File: src/rtl/iir_pkg.sv
// Shared types for the IIR tap loader.
//   float_t        : IEEE-754 single-precision coefficient word (bits only, no arithmetic)
//   FP_ONE         : 1.0f, the reset value of shadow b[0]
//   loader_state_e : load sequencer states
package iir_pkg;

  typedef logic [31:0] float_t;

  localparam float_t FP_ONE = 32'h3F80_0000;

  typedef enum logic [1:0] {
    ST_IDLE,
    ST_FLUSH,
    ST_STREAM,
    ST_WAIT_DONE
  } loader_state_e;

endpackage

File: src/rtl/iir_tap_stream_ch.sv
// One tap channel: walks a coefficient set over a valid/ready link.
//   clk_i, rst_n_i : clock, async active-low reset
//   start_i        : one-cycle pulse, restarts the channel at tap 0
//   coef_i         : coefficient set, stable while the channel runs
//   ready_i        : sink accepts the current beat
//   data_o         : current tap (0 when no beat is offered)
//   valid_o        : beat offered (registered, independent of ready_i)
//   exhausted_o    : every tap of the set has been accepted
module iir_tap_stream_ch
  import iir_pkg::*;
#(
  parameter int G_DEGREE = 3
) (
  input  logic                  clk_i,
  input  logic                  rst_n_i,
  input  logic                  start_i,
  input  float_t [G_DEGREE-1:0] coef_i,
  input  logic                  ready_i,
  output float_t                data_o,
  output logic                  valid_o,
  output logic                  exhausted_o
);

  localparam int IW = (G_DEGREE > 1) ? $clog2(G_DEGREE) : 1;
  localparam logic [IW-1:0] LAST_IDX = IW'(G_DEGREE - 1);

  logic [IW-1:0] idx_q;
  logic          valid_q;
  logic          exh_q;

  always_ff @(posedge clk_i or negedge rst_n_i) begin
    if (!rst_n_i) begin
      idx_q   <= '0;
      valid_q <= 1'b0;
      exh_q   <= 1'b0;
    end else if (start_i) begin
      idx_q   <= '0;
      valid_q <= 1'b1;
      exh_q   <= 1'b0;
    end else if (valid_q && ready_i) begin
      if (idx_q == LAST_IDX) begin
        valid_q <= 1'b0;
        exh_q   <= 1'b1;
      end else begin
        idx_q <= idx_q + IW'(1);
      end
    end
  end

  // Data is a mux off the index, so it cannot move while a beat is stalled.
  // Gated with valid so the bus reads 0 outside a transfer.
  assign data_o      = valid_q ? coef_i[idx_q] : '0;
  assign valid_o     = valid_q;
  assign exhausted_o = exh_q;

endmodule

File: src/rtl/iir_tap_loader.sv
// Configuration-side driver for the IIR filter tap-programming interface.
// Keeps shadow b/a coefficient sets and, on commit, flushes the filter by
// dropping its enable, re-enables it and streams both sets concurrently.
//   clk, reset_n                 : clock, async active-low reset (sync release)
//   cfg_wr_en/addr/data          : shadow write port (b[i] at i, a[i] at G_DEGREE+i)
//   cfg_commit                   : load the shadow set into the filter
//   cfg_wr_err                   : one-cycle pulse on a rejected write/commit
//   busy, loaded                 : sequence running / filter holds committed set
//   filt_enable                  : filter enable
//   b_tap*, a_tap*               : tap channels to the filter, *_done from filter
//
// state        | meaning
// ST_IDLE      | shadow writes accepted, waiting for commit
// ST_FLUSH     | filt_enable held low to clear filter history
// ST_STREAM    | b and a taps streaming concurrently
// ST_WAIT_DONE | all beats sent, waiting for both done flags
module iir_tap_loader
  import iir_pkg::*;
#(
  parameter int G_DEGREE       = 3,
  parameter int G_FLUSH_CYCLES = 2
) (
  input  logic                          clk,
  input  logic                          reset_n,
  input  logic                          cfg_wr_en,
  input  logic [$clog2(2*G_DEGREE)-1:0] cfg_wr_addr,
  input  float_t                        cfg_wr_data,
  input  logic                          cfg_commit,
  output logic                          cfg_wr_err,
  output logic                          busy,
  output logic                          loaded,
  output logic                          filt_enable,
  output float_t                        b_tap,
  output logic                          b_tap_valid,
  input  logic                          b_tap_ready,
  input  logic                          b_tap_done,
  output float_t                        a_tap,
  output logic                          a_tap_valid,
  input  logic                          a_tap_ready,
  input  logic                          a_tap_done
);

  localparam int NTAPS = 2 * G_DEGREE;
  localparam int FW    = (G_FLUSH_CYCLES > 1) ? $clog2(G_FLUSH_CYCLES) : 1;
  localparam logic [FW-1:0] FLUSH_LOAD = FW'(G_FLUSH_CYCLES - 1);

  // Reset asserts asynchronously; release is re-timed to clk.
  logic [1:0] rst_sync_q;
  logic       rst_n_s;

  always_ff @(posedge clk or negedge reset_n) begin
    if (!reset_n) rst_sync_q <= '0;
    else          rst_sync_q <= {rst_sync_q[0], 1'b1};
  end
  assign rst_n_s = rst_sync_q[1];

  loader_state_e             state_q, state_d;
  logic [FW-1:0]             flush_cnt_q, flush_cnt_d;
  logic                      busy_q, busy_d;
  logic                      loaded_q, loaded_d;
  logic                      filt_en_q, filt_en_d;
  logic                      err_q, err_d;
  float_t [NTAPS-1:0]        shadow_q, shadow_d;
  logic                      ch_start;
  logic                      b_exh, a_exh;
  logic                      addr_ok;

  assign addr_ok = int'(cfg_wr_addr) < NTAPS;

  always_ff @(posedge clk or negedge rst_n_s) begin
    if (!rst_n_s) begin
      state_q     <= ST_IDLE;
      flush_cnt_q <= '0;
      busy_q      <= 1'b0;
      loaded_q    <= 1'b0;
      filt_en_q   <= 1'b0;
      err_q       <= 1'b0;
      shadow_q    <= '0;
      shadow_q[0] <= FP_ONE;
    end else begin
      state_q     <= state_d;
      flush_cnt_q <= flush_cnt_d;
      busy_q      <= busy_d;
      loaded_q    <= loaded_d;
      filt_en_q   <= filt_en_d;
      err_q       <= err_d;
      shadow_q    <= shadow_d;
    end
  end

  always_comb begin
    state_d     = state_q;
    flush_cnt_d = flush_cnt_q;
    busy_d      = busy_q;
    loaded_d    = loaded_q;
    filt_en_d   = filt_en_q;
    shadow_d    = shadow_q;
    ch_start    = 1'b0;
    err_d       = (cfg_wr_en && (busy_q || !addr_ok)) || (cfg_commit && busy_q);

    case (state_q)
      ST_IDLE: begin
        // A write in the commit cycle lands in the same edge, so it is part
        // of the set that gets streamed.
        if (cfg_wr_en && addr_ok) shadow_d[cfg_wr_addr] = cfg_wr_data;
        if (cfg_commit) begin
          state_d     = ST_FLUSH;
          busy_d      = 1'b1;
          loaded_d    = 1'b0;
          filt_en_d   = 1'b0;
          flush_cnt_d = FLUSH_LOAD;
        end
      end
      ST_FLUSH: begin
        if (flush_cnt_q == '0) begin
          state_d   = ST_STREAM;
          filt_en_d = 1'b1;
          ch_start  = 1'b1;
        end else begin
          flush_cnt_d = flush_cnt_q - FW'(1);
        end
      end
      ST_STREAM: begin
        if (b_exh && a_exh) state_d = ST_WAIT_DONE;
      end
      ST_WAIT_DONE: begin
        // Done flags are only trusted here, after every beat has handshaken.
        if (b_tap_done && a_tap_done) begin
          state_d  = ST_IDLE;
          busy_d   = 1'b0;
          loaded_d = 1'b1;
        end
      end
      default: state_d = ST_IDLE;
    endcase
  end

  iir_tap_stream_ch #(.G_DEGREE(G_DEGREE)) u_b_ch (
    .clk_i       (clk),
    .rst_n_i     (rst_n_s),
    .start_i     (ch_start),
    .coef_i      (shadow_q[G_DEGREE-1:0]),
    .ready_i     (b_tap_ready),
    .data_o      (b_tap),
    .valid_o     (b_tap_valid),
    .exhausted_o (b_exh)
  );

  iir_tap_stream_ch #(.G_DEGREE(G_DEGREE)) u_a_ch (
    .clk_i       (clk),
    .rst_n_i     (rst_n_s),
    .start_i     (ch_start),
    .coef_i      (shadow_q[NTAPS-1:G_DEGREE]),
    .ready_i     (a_tap_ready),
    .data_o      (a_tap),
    .valid_o     (a_tap_valid),
    .exhausted_o (a_exh)
  );

  assign cfg_wr_err  = err_q;
  assign busy        = busy_q;
  assign loaded      = loaded_q;
  assign filt_enable = filt_en_q;

endmodule

File: config.mk
export PLATFORM = sky130hd
export DESIGN_NAME = iir_tap_loader
export DESIGN_NICKNAME = d
export VERILOG_FILES = /design/src/rtl/iir_pkg.sv /design/src/rtl/iir_tap_stream_ch.sv /design/src/rtl/iir_tap_loader.sv
export SDC_FILE = /design/constraint.sdc
export NUM_CORES = 1
export LEC_CHECK = 0
export ABC_AREA = 1
export ABC_CLOCK_PERIOD_IN_PS = 19620
export CAP_MARGIN = 20
export CORE_MARGIN = 3
export CORE_UTILIZATION = 41
export CTS_CLUSTER_DIAMETER = 150
export CTS_CLUSTER_SIZE = 30
export DETAILED_ROUTE_END_ITERATION = 6
export GPL_ROUTABILITY_DRIVEN = 1
export PLACE_DENSITY_LB_ADDON = 0.05
export SLEW_MARGIN = 20
export SYNTH_ARGS = -nofsm -noshare
export SYNTH_HDL_FRONTEND = slang
export SYNTH_SLANG_ARGS = --single-unit
File: constraint.sdc
create_clock -name clk -period 19.62 [get_ports clk]
set_input_delay 4.905 -clock clk [delete_from_list [all_inputs] [get_ports clk]]
set_output_delay 4.905 -clock clk [all_outputs]
set_load 0.005 [all_outputs]
==> impl_results.rst <==
.. list-table::
   :header-rows: 1

   * - Metric
     - Value
   * - Outcome
     - finished clean
   * - Yosys reg bits
     - 209
   * - Via-to-Cell Ratio
     - 4.94
   * - Initial antenna violation count
     - 0
   * - Number of distinct library cells after synthesis
     - 24
   * - Total leakage power
     - 5.51 nW
   * - Critical path launch point
     - u_a_ch.idx_q[0]
   * - Layout-stage area growth over the synthesis result
     - 15.1%
   * - Vertical extent of the die
     - 162 um
   * - Worst setup path endpoint
     - a_tap[30]
   * - CTS sink count
     - 209
   * - Post-CTS Repair Setup Buffers
     - 0
   * - DIE WIDTH
     - 162 um
   * - End of the worst register-to-register path
     - shadow_q[180]
   * - Residual antenna-violating net count after detailed routing
     - 0
   * - Max IR drop VDD
     - 58.8 uV
   * - Ports placed on the boundary
     - 113
   * - Total gr overflow
     - 0
   * - Setup repair after global routing missed its margin
     - no
   * - Detailed placer's ending HPWL
     - 16200 um
   * - Worst reg2reg path depth
     - 9
   * - Worst R2R Setup Slack
     - 16920 ps
   * - Via count
     - 8109
   * - Core box area
     - 23700 um2
   * - Register clock-pin slew on the reported worst setup and hold paths
     - 120 ps
   * - Residual DRC count
     - 0
   * - Post-route setup TNS
     - 0 ps
   * - Maximum buffer depth of the clock tree
     - 3
   * - Cts hold-fix bufs
     - 0
   * - Slew Limit Fails
     - 0
   * - Count of buffer and inverter cells on the critical path
     - 2
   * - Root buffer selected by CTS
     - sky130_fd_sc_hd__clkbuf_16
   * - Worst skew pair latency
     - 480 ps
   * - Worst Path Arrival
     - 3050 ps
   * - Clock Skew
     - 13.1 ps
   * - Worst path max stage delay
     - 760 ps
   * - Max-cap violations
     - 0
   * - Number of diodes
     - 0
   * - Mapped Cells
     - 1259
   * - Max transition margin
     - 0.372
   * - Type of destination of the critical path
     - output port
   * - Critical-path cell list
     - buf_4 > nor2_4 > nand2_1 > a21oi_1 > clkdlybuf4s50_1
   * - WS Path Type
     - reg -> out
   * - Worst path required time
     - 14720 ps
   * - Starting density of the core
     - 0.421
   * - Setup violators final
     - 0
   * - Final net count
     - 1372
   * - Summed instance area of the synthesized netlist
     - 9960 um2
   * - Maximum number of pins on one net before global-route repair
     - 149
   * - Slowest stage cell on the critical path
     - sky130_fd_sc_hd__nor2_4
   * - Max FO, Critical Path
     - 32
   * - Count of filler cells inserted in the layout
     - 2463
   * - Yosys warns
     - 0
   * - Global-route wire length before repair
     - 44600 um
   * - Detailed-route wire length
     - 27000 um
   * - Die footprint
     - 26200 um2
   * - Sequential share of the synthesized area
     - 0.526
   * - Routability congestion estimate
     - 0.719
   * - Drt initial violations
     - 657
   * - Area taken by multi-input logic gates
     - 4120 um2
   * - Post-CTS sizing
     - 0
   * - Placement row count
     - 56
   * - Count of buffers from port buffering
     - 112
   * - Seq. cell area
     - 5240 um2
   * - Part of the cycle the worst path needs
     - 0.405
   * - Total Routing Usage GR
     - 0.211
   * - Logic depth of the worst path, buffers included
     - 5
   * - Delay-heaviest family, CP
     - simple AND/OR/NAND/NOR gates
   * - Fmax
     - 0.126 GHz
   * - Total power
     - 0.00176 W
   * - Average wire length per cell after detail routing
     - 16.5 um
   * - PD cells
     - 154 nW/um2
   * - Number of optimization iterations in the first detailed-route pass
     - 7
   * - Final Hold Viols
     - 0
   * - Worst min-delay path class
     - reg -> reg
   * - Number of buffers inserted during clock tree synthesis
     - 10
   * - Net count of the mapped netlist
     - 1311
   * - Clock period minus final worst setup slack
     - 7960 ps
   * - Clock tree from TritonCTS
     - yes
   * - Fraction of layout cells with a size suffix above 1
     - 0.0855
   * - Avg Cell Area, Syn
     - 7.91 um2
   * - Reg2Reg Launch Point
     - state_q[1]
   * - Slew at the pin with the worst max-slew slack
     - 940 ps
   * - Number of global-route vias before repair
     - 8146
   * - Total number of H-tree levels
     - 1
   * - Kind of start point of the critical path
     - flop
## how the worst min path moves through the flow
stage                              from             to  slack, ps  cells after the start
final                     rst_sync_q[0]  rst_sync_q[1]        360                      0
after global routing      rst_sync_q[0]  rst_sync_q[1]        370                      0
after CTS                 rst_sync_q[0]  rst_sync_q[1]        370                      0
after detailed placement  rst_sync_q[0]  rst_sync_q[1]        340                      0
after global placement    rst_sync_q[0]  rst_sync_q[1]        340                      0
after floorplan           rst_sync_q[0]  rst_sync_q[1]        330                      0
## per-layer routing
metal  wire [um]  track usage  share of wire
met1       12900        0.297           0.48
met2       12900        0.366           0.48
met3         980       0.0196          0.036
met4         255       0.0283         0.0094
met5           0            0              0
## registers in the layout, indices dropped and copies added (netlist names)
name and cells:
shadow_q 192, busy 1, flush_cnt_q 1, u_a_ch.exhausted_o 1, u_b_ch.exhausted_o 1, cfg_wr_err 1
u_b_ch.valid_o 1, loaded 1, rst_sync_q 2, u_a_ch.idx_q 2, u_b_ch.idx_q 2, u_a_ch.valid_o 1
filt_enable 1, state_q 2
## cells in the mapped netlist
cell	n	area, um2
sky130_fd_sc_hd__nand2_1	430	1610
sky130_fd_sc_hd__dfrtp_1	202	5050
sky130_fd_sc_hd__nor2_1	135	507
sky130_fd_sc_hd__o21ai_0	91	455
sky130_fd_sc_hd__nand3_1	70	350
sky130_fd_sc_hd__or2_2	67	419
sky130_fd_sc_hd__a21oi_1	66	330
sky130_fd_sc_hd__o21ai_1	47	235
sky130_fd_sc_hd__inv_1	46	173
sky130_fd_sc_hd__clkbuf_1	32	120
sky130_fd_sc_hd__buf_2	29	145
sky130_fd_sc_hd__buf_6	13	146
sky130_fd_sc_hd__ha_1	9	113
sky130_fd_sc_hd__dfstp_2	7	184
sky130_fd_sc_hd__buf_4	2	15.0
sky130_fd_sc_hd__clkbuf_2	2	10.0
sky130_fd_sc_hd__nand2_4	2	22.5
sky130_fd_sc_hd__nand3_2	2	20.0
sky130_fd_sc_hd__o21bai_1	2	15.0
sky130_fd_sc_hd__conb_1	1	3.75
sky130_fd_sc_hd__inv_2	1	3.75
sky130_fd_sc_hd__nand2_2	1	6.26
sky130_fd_sc_hd__nor2_2	1	6.26
sky130_fd_sc_hd__nor3_2	1	10.0
## area by class of cell
class	count	area share
multi-input combinational	925	0.360
sequential	209	0.457
timing repair buffer	127	0.108
clock buffer	13	0.0247
inverter	47	0.0154
tap	319	0.0348
## placed cells by master (no fill, tap or decap), drive strengths merged
cell type / n
or2: 67
ha: 9
nor2: 136
inv: 47
o21bai: 2
dfstp: 7
nand2: 433
conb: 1
nor3: 1
nand3: 72
dfrtp: 202
o21ai: 138
a21oi: 66
clkbuf: 13
buf: 16
clkdlybuf4s50: 111
## report_power, final
| group | internal (W) | switching [W] | leakage (nW) |
|---|---|---|---|
| Clock | 0.000103 | 0.000139 | 0.138 |
| Sequential | 0.000626 | 0.000110 | 2.65 |
| Combinational | 0.000364 | 0.000423 | 2.73 |
| Total | 0.00109 | 0.000671 | 5.51 |
## kinds of logic after synthesis
family / count (synthesis) / share of synthesized area
other: 1 / 0.000377
and+or+nand+nor: 709 / 0.297
AOI/OAI and AO/OA: 206 / 0.104
adders and majority gates: 9 / 0.0113
buffers and inverters: 125 / 0.0616
DFF: 209 / 0.526
## metrics by stage
step	hold slack [ps]	setup WS (ps)	util	std cells	cell area, um2
floorplan	331	13380	-	1259	9960
global placement	335	12110	0.472	1627	11200
detailed placement	339	12080	0.472	1627	11200
CTS	367	11560	0.484	1640	11500
global route	372	11440	0.484	1640	11500
finish	362	11660	0.484	1640	11500
No activity file was read; power rests on OpenSTA's default activity.
